--- src/rtl/shift_add_multiplier.sv ---
// shift_add_multiplier: sequential unsigned WIDTH x WIDTH shift-add multiplier around an external adder
module shift_add_multiplier #(
  parameter int WIDTH = 8
) (
  input  logic               clk,
  input  logic               rst,
  input  logic               start,
  input  logic [WIDTH-1:0]   a,
  input  logic [WIDTH-1:0]   b,
  output logic               busy,
  output logic               done,
  output logic [2*WIDTH-1:0] product,
  output logic [WIDTH-1:0]   add_x,
  output logic [WIDTH-1:0]   add_y,
  input  logic [WIDTH-1:0]   add_sum,
  input  logic               add_c8
);
  localparam int CW = $clog2(WIDTH) + 1;
  localparam logic [1:0] IDLE = 2'd0;
  localparam logic [1:0] RUN  = 2'd1;
  localparam logic [1:0] DONE = 2'd2;
  logic [1:0]         state_q, state_d;
  logic [WIDTH-1:0]   acc_q, acc_d;
  logic [WIDTH-1:0]   mq_q, mq_d;
  logic [WIDTH-1:0]   mcand_q, mcand_d;
  logic [CW-1:0]      count_q, count_d;
  logic [2*WIDTH-1:0] product_q, product_d;
  logic               run, accept, last;
  assign busy    = state_q == RUN;
  assign done    = state_q == DONE;
  assign product = product_q;
  // next-state: adder operands come only from registers, the adder result only feeds D-inputs
  always_comb begin
    run       = state_q == RUN;
    accept    = start && !run;
    last      = run && count_q == CW'(WIDTH - 1);
    add_x     = run ? acc_q : '0;
    add_y     = (run && mq_q[0]) ? mcand_q : '0;
    state_d   = accept ? RUN : run ? (last ? DONE : RUN) : IDLE;
    acc_d     = accept ? '0 : run ? {add_c8, add_sum[WIDTH-1:1]} : acc_q;
    mq_d      = accept ? b : run ? {add_sum[0], mq_q[WIDTH-1:1]} : mq_q;
    mcand_d   = accept ? a : mcand_q;
    count_d   = accept ? '0 : run ? count_q + CW'(1) : count_q;
    product_d = last ? {add_c8, add_sum, mq_q[WIDTH-1:1]} : product_q;
  end
  // state registers, cleared asynchronously so an in-flight operation is dropped at once
  always_ff @(posedge clk or posedge rst) begin
    if (rst) begin
      state_q   <= IDLE;
      acc_q     <= '0;
      mq_q      <= '0;
      mcand_q   <= '0;
      count_q   <= '0;
      product_q <= '0;
    end else begin
      state_q   <= state_d;
      acc_q     <= acc_d;
      mq_q      <= mq_d;
      mcand_q   <= mcand_d;
      count_q   <= count_d;
      product_q <= product_d;
    end
  end
endmodule

--- config.mk ---
export PLATFORM = sky130hd
export DESIGN_NAME = shift_add_multiplier
export DESIGN_NICKNAME = d
export VERILOG_FILES = /design/src/rtl/shift_add_multiplier.sv
export SDC_FILE = /design/constraint.sdc
export NUM_CORES = 1
export LEC_CHECK = 0
export CAP_MARGIN = 10
export CORE_MARGIN = 5
export CORE_UTILIZATION = 46
export CTS_CLUSTER_SIZE = 8
export DETAILED_ROUTE_END_ITERATION = 16
export MAX_ROUTING_LAYER = met4
export PLACE_DENSITY_LB_ADDON = 0.15
export SLEW_MARGIN = 40
export SYNTH_ARGS = -nofsm -noshare
export SYNTH_HDL_FRONTEND = slang
export SYNTH_SLANG_ARGS = --single-unit
--- constraint.sdc ---
create_clock -name clk -period 1.9 [get_ports clk]
set_input_delay 0.285 -clock clk [delete_from_list [all_inputs] [get_ports clk]]
set_output_delay 0.285 -clock clk [all_outputs]
set_load 0.005 [all_outputs]
Word level (Yosys, flattened, before mapping)

Index checks and enable logic that the tools add are counted.

Input bits: 28
Output and inout bits: 34
Word-level logic and storage cells: 26
Bits in registers: 46

Reductions and logical operators: 5
Multiplexer cells: 11
Add/sub/neg operators: 1
Equal/unequal tests: 3

Operator list:

| operator                                      | number |
|---|---|
| two-way mux 8 bit                             | 6 |
| two-way mux 4 bit                             | 2 |
| two-way mux 2 bit                             | 3 |
| adder 4 x 1 -> 4 bit, second input constant   | 1 |
| == test 4 x 3 -> 1 bit, second input constant | 1 |
| logical AND 1 bit                             | 3 |
| == test 2 x 1 -> 1 bit, second input constant | 1 |
| == test 2 bit, second input constant          | 1 |
| nonzero test 2 bit                            | 1 |
| logical NOT 1 bit                             | 1 |

Depth between registers and ports, before layout

Gate-level depths: netlist of run 1.

Word-level depth: 5
Depth in mapped cells: 6
Gate-level depth less buffers: 4

Least setup slack after synthesis of run 1

OpenSTA, ideal clock, no wires.

Kind: reg2reg
From: register count_q[0]
To: register product_q[0] (netlist: product[0])
Data arrival time: 1.410 ns
Library setup time: 0.125 ns
Buffers on the path: 1
Slack: 0.365 ns
Stages on the path, launching flop included: 6
Clock period less this slack: 1.535 ns
Required time: 1.775 ns
Cells stage by stage: dfrtp_1 > ha_1 > nand2_1 > nor3_4 > buf_8 > mux2_4

Cells in the longest elaborated chain, start to end: 2

Ends and longest elaborated chain:

| item                     | line | source |
|---|---|---|
| start: declaration       | 26   | `logic [CW-1:0] count_q, count_d;` |
| start signal: assignment | 60   | `count_q <= count_d;` |
| == test 4 x 3 -> 1 bit   | 36   | `last = run && count_q == CW'(WIDTH - 1);` |
| logical AND 1 bit        | 36   |  |
| end signal: assignment   | 61   | `product_q <= product_d;` |
| end: declaration         | 27   | `logic [2*WIDTH-1:0] product_q, product_d;` |

Every way passes these cells.
A chain may end at the register's enable or synchronous reset.

Final worst setup path of run 1

From: register state_q[1]
To: output busy

Cells in the longest elaborated chain, start to end: 1

Ends and longest elaborated chain:

| item                     | line | source |
|---|---|---|
| start: declaration       | 22   | `logic [1:0] state_q, state_d;` |
| start signal: assignment | 56   | `state_q <= state_d;` |
| == test 2 x 1 -> 1 bit   | 29   | `assign busy = state_q == RUN;` |
| end: declaration         | 10   | `output logic busy,` |

Every way passes these cells.

==> flow_metrics.tcl, run 1 <==
set metrics [dict create \
    setup_viol 0 \
    synthTopCellsByArea "dfrtp_1 (57%), mux2_2 (10%), mux2_4 (5.9%)" \
    finalNonFillerCells 289 \
    wl_met1_mm 1.98 \
    die_h_um 76.3 \
    ys_warn_count 0 \
    ant_nets 0 \
    finalSetupTns_ns 0 \
    critPathRequiredTime_ns 1.62 \
    yosysMostFrequentCell "dfrtp_1" \
    path_clk_slew_ns 0.08 \
    die_w_um 76.3 \
    cts_num_sinks 46 \
    relSlewSlack_pct 77.0 \
    num_rows 24 \
    syn-num-nets 193 \
    vias 1472 \
    post-route-min-period_ns 1.84 \
    die-area_mm2 0.00582 \
    worstSetupPathType "reg2out" \
    fin_skew_ns 0.00658 \
    ys_top_cells_by_count "dfrtp_1 (46), nand2_1 (20), mux2_2 (18), o21ai_0 (17)" \
    ir_worst_vdd_v 0.000819 \
    dr_wl_met3_um 189 \
    routed.top_layer "met4" \
    fin_nets 265 \
    period_share_pct 96.8 \
    cp-startpoint "state_q[1]" \
    track_usage_pct 17.2 \
    synth_edf_count 0 \
    routed_wl_mm 4.57 \
    drt-pass1-iter-count 5 \
    status "finished clean" \
    antenna_found_initial 0 \
    synth-async-reset-ratio_pct 100 \
    hold_viol_final 0 \
    fin_util_pct 67.0 \
    critPathLaunchType "register" \
    ys_ff_latch 46 \
    cts_tree "done" \
    cp_cell_sequence "nand2b_4, inv_6, buf_12, clkdlybuf4s50_1" \
    slowest_stage "clkdlybuf4s50_1" \
    drive_gt1_share_pct 21.9 \
    cp_max_fo 12 \
    numCtsBuffers 5 \
    io_pins 62 \
    holdWs_ns 0.336 \
    dpl.hpwl_mm 3.30 \
    synth-seq-area-share_pct 57.0 \
    wl_met2_mm 2.35 \
    max_clock_freq_ghz 0.544 \
    syn_area_per_cell_um2 12.3 \
    worst_pin_slew_ns 0.345 \
    synth_area_leader_cell "dfrtp_1" \
    start_util_pct 47.1 \
    path_buf_inv 3 \
    clockBufferDepth 2 \
    reg2reg_slack_ns 0.36 \
    avgViaCountPerCell 5.09 \
    cp_top_family "buffers and inverters" \
    place_congestion 0.730 \
    cp_data_arrival_time_ns 1.55 \
    clk_latency_ns 0.29 \
    synth_cell_types 21 \
    htreeDepth 2 \
    critPathMaxStageDelay_ns 0.51 \
    slew_violations 0 \
    grt_pass1_wl_mm 7.80 \
    cts_hold_buf 0 \
    powerDensity_mw_per_mm2 1630 \
    synth_top_area_share_pct 57.0 \
    power.leakage_nw 1.37 \
    end_kind "output port" \
    cts.root.buffer_cell "clkbuf_8" \
    synth_area_mm2 0.00202 \
    grt_max_degree 26 \
    port-buffer-count 61 \
    r2r_start "state_q[1]" \
    grt_overflow 0 \
    drv_cap 0 \
    placedCellCount 277 \
    grt_pass1_vias 1613 \
    hp-class "in2async" \
    area_delta_synth_final_pct 42.4 \
    insertedDiodeCount 0 \
    wl_per_cell_um 15.8 \
    drc 0 \
    core_area_mm2 0.00429 \
    synthFlopType "dfrtp_1" \
    synthCells 164 \
    drtIter0Drc 72 \
]
==> logic make-up after synthesis <==
logic type	count (synthesis)	share of synthesized area (%)
AND/OR/NAND/NOR	53	14.5
flip-flops	46	57.0
buffers and inverters	11	2.85
adder cells (fa/ha/maj)	1	0.619
AO/OA/AOI/OAI	18	4.64
multiplexers	35	20.4
==> path summary, 6_finish.rpt <==
check                        endpoint  cells after the start
max reg2reg                product[5]                      5
max                              busy                      4
min                        mcand_q[5]                      3
min in group clk           mcand_q[6]                      1
min reg2reg                mcand_q[6]                      1
max in group asynchronous  count_q[2]                      3
==> through the flow <==
| stage | instance area [µm²] | power (mW) | setup WS (ns) |
|---|---|---|---|
| floorplan | 2020 | 2.85 | 0.365 |
| global placement | 2740 | 3.91 | 0.150 |
| detailed placement | 2740 | 4.01 | 0.0832 |
| CTS | 2890 | 4.80 | 0.0473 |
| global route | 2880 | 5.04 | -0.00313 |
| finish | 2880 | 4.68 | 0.0617 |
==> final cells by class <==
class                      instances  area, µm²
clock inverter                     1       5.00
inverter                           2       12.5
timing repair buffer              74        741
tap                               52       65.1
multi-input combinational        107        817
clock buffer                       7       86.3
fill                             336       1420
sequential                        46       1150
==> worst register-to-register path, stage by stage (launching register included) <==
cell and delay [ns]:
dfrtp_1 0.39, nand2b_4 0.16, buf_4 0.15, nor3_4 0.16, buf_4 0.24, mux2_4 0.32
==> where the power goes <==
part           internal (mW)  switching, mW
registers               1.45          0.291
logic                   1.45          0.878
clock network          0.294          0.311
==> cells in the final DEF (no fill, tap or decap), types with 9 or more instances in the layout <==
cell type / count
dlygate4sd2_1: 15
nand2_1: 20
o21ai_0: 17
clkdlybuf4s50_1: 45
buf_4: 10
nand2b_1: 9
mux2_2: 18
mux2i_1: 9
dfrtp_1: 46
==> sequential cells by signal, indices dropped and copies added, names as in the netlist <==
signal	count
mcand_q	8
mq_q	8
state_q	2
product	16
count_q	4
acc_q	8
==> metal layers <==
layer / up-vias / GRT usage [%]
met5: - / -
met4: 0 / 4.72
met3: 6 / 4.02
met2: 37 / 28.5
met1: 728 / 21.0
li1: 701 / -
==> repair_timing <==
item / 4_1_cts / 5_1_grt
gates cloned: 2 / 0
buffers inserted: 2 / 1
endpoints found under the setup margin: 17 / 2
gates resized for setup: 22 / 2
(Power assumes the default switching activity.)
==> inputs of run 2 (changes only) <==
CORE_MARGIN = 2   (was 5)
CORE_UTILIZATION = 40   (was 46)
GPL_ROUTABILITY_DRIVEN = 1   (was default)
==> flow_metrics.tcl, run 2 (synthesis results as in run 1) <==
set metrics [dict create \
    period_share_pct 91.2 \
    status "finished clean" \
    power.leakage_nw 1.40 \
    insertedDiodeCount 0 \
    r2r_start "state_q[1]" \
    largest_reg_flops 16 \
    r2r_cells 5 \
    n_fill_cell 394 \
    path_clk_slew_ns 0.09 \
    wl_met2_mm 2.09 \
    place_congestion 0.745 \
    start_util_pct 42.2 \
    relSlewSlack_pct 70.3 \
    die-area_mm2 0.00564 \
    die_w_um 75.1 \
    fin_nets 266 \
    p_seq_share_pct 35.5 \
    grt_pass1_vias 1507 \
    post-route-min-period_ns 1.73 \
    wl_per_cell_um 14.2 \
    worstSetupPathType "reg2out" \
    antenna_found_initial 0 \
    avgViaCountPerCell 4.74 \
    core_area_mm2 0.00479 \
    switching_share_pct 29.7 \
    port-buffer-count 61 \
    p_int_mw 3.45 \
    cts_tree "done" \
    area_delta_synth_final_pct 45.9 \
    clk_latency_ns 0.30 \
    cts_num_sinks 46 \
    clockBufferDepth 2 \
    track_usage_pct 17.4 \
    dpl.hpwl_mm 3.07 \
    hold_viol_final 0 \
    num_rows 25 \
    vias 1447 \
    drv_cap 0 \
    drive_gt1_share_pct 21.8 \
    final_cell_mix "dfrtp_1 (46), clkdlybuf4s50_1 (44), nand2_1 (20)" \
    ant_nets 0 \
    critPathRequiredTime_ns 1.62 \
    dr_wl_met3_um 305 \
    multi_input_area_um2 812 \
    grt_pass1_wl_mm 6.92 \
    comb_power_share_pct 46.4 \
    rsz0062_at_grt "false" \
    regArea_mm2 0.00115 \
    end_kind "output port" \
    wl_met1_mm 1.86 \
    setup_viol 0 \
    fin_skew_ns 0.00949 \
    grt_overflow 0 \
    path_buf_inv 3 \
    final_common_cell "dfrtp_1" \
    grt_max_degree 28 \
    cp_max_fo 15 \
    critPathLaunchType "register" \
    ir_worst_vdd_v 0.000896 \
    io_pins 62 \
    power.switching_mw 1.45 \
    holdWs_ns 0.301 \
    cp_top_family "buffers and inverters" \
    cp-startpoint "state_q[1]" \
    routed.top_layer "met4" \
    pwr-share-clk_pct 18.1 \
    die_h_um 75.1 \
    max_clock_freq_ghz 0.577 \
    reg2reg_slack_ns 0.28 \
    cp_data_arrival_time_ns 1.45 \
    drt-pass1-iter-count 4 \
    critPathMaxStageDelay_ns 0.38 \
    cts_hold_buf 0 \
    slew_violations 0 \
    worst_pin_slew_ns 0.444 \
    drtIter0Drc 58 \
    htreeDepth 2 \
    slowest_stage "dfrtp_1" \
    powerDensity_mw_per_mm2 1660 \
    r2r-end "product[14]" \
    drc 0 \
    routed_wl_mm 4.32 \
    cp_cell_sequence "nand2b_4, inv_4, buf_12, and3_1, dlygate4sd2_1" \
    numCtsBuffers 5 \
    hp-class "in2async" \
    cts.root.buffer_cell "clkbuf_8" \
    finalSetupTns_ns 0 \
]
run 2: changes by cell type in the layout (fill, tap and decap cells not counted), sizes merged:
cell	change
bufinv	+2
clkbuf	-1
clkdlybuf4s50	-1
clkinv	-1
dlygate4sd2	+2
run 2: area by class of cell:
| class | instances | area share, % |
|---|---|---|
| well taps | 67 | 2.84 |
| repair buffers | 75 | 25.4 |
| clock buffers | 6 | 2.80 |
| flip-flops and latches | 46 | 39.0 |
| inverters | 2 | 0.340 |
| clock inverters | 2 | 2.04 |
| multi-input cells | 107 | 27.5 |
run 2: worst max path at each step:
stage / slack [ns] / to / cells past startpoint
2_1_floorplan: 0.36 / product[0] / 5
3_5_place_dp: 0.1 / add_y[6] / 5
4_1_cts: 0.16 / add_y[6] / 5
3_3_place_gp: 0.17 / add_y[3] / 5
5_1_grt: 0.09 / add_y[6] / 5
6_report: 0.17 / add_y[5] / 5
run 2: what timing repair did:
item | in CTS | in global routing
buffers inserted | 5 | 0
endpoints found under the setup margin | 17 | 0
gates resized for setup | 20 | 0
run 2: power groups by stage:
stage               sequential [mW]  combinational [mW]  clock (mW)
floorplan                      1.70                1.14           0
detailed placement             1.76                2.18           0
global placement               1.73                2.13           0
CTS                            1.75                2.30       0.902
global route                   1.81                2.51       0.947
finish                         1.74                2.27       0.887
run 2: metrics by stage:
step                      utilization, %  worst slack (ns)  power (mW)  cells  instance area, µm²
after global placement              57.5             0.165        3.87    291                2750
after CTS                           61.6             0.159        4.95    305                2950
after detailed placement            57.5            0.0966        3.94    291                2750
final                               61.6             0.168        4.90    305                2950
after global routing                61.6            0.0869        5.26    305                2950
after floorplan                        -             0.365        2.85    164                2020
run 2: per-layer routing:
layer  global-route usage, %  up-vias
li1                        -      698
met1                    20.9      697
met2                    27.6       48
met3                    5.89        4
met4                    5.95        0
met5                       -        -
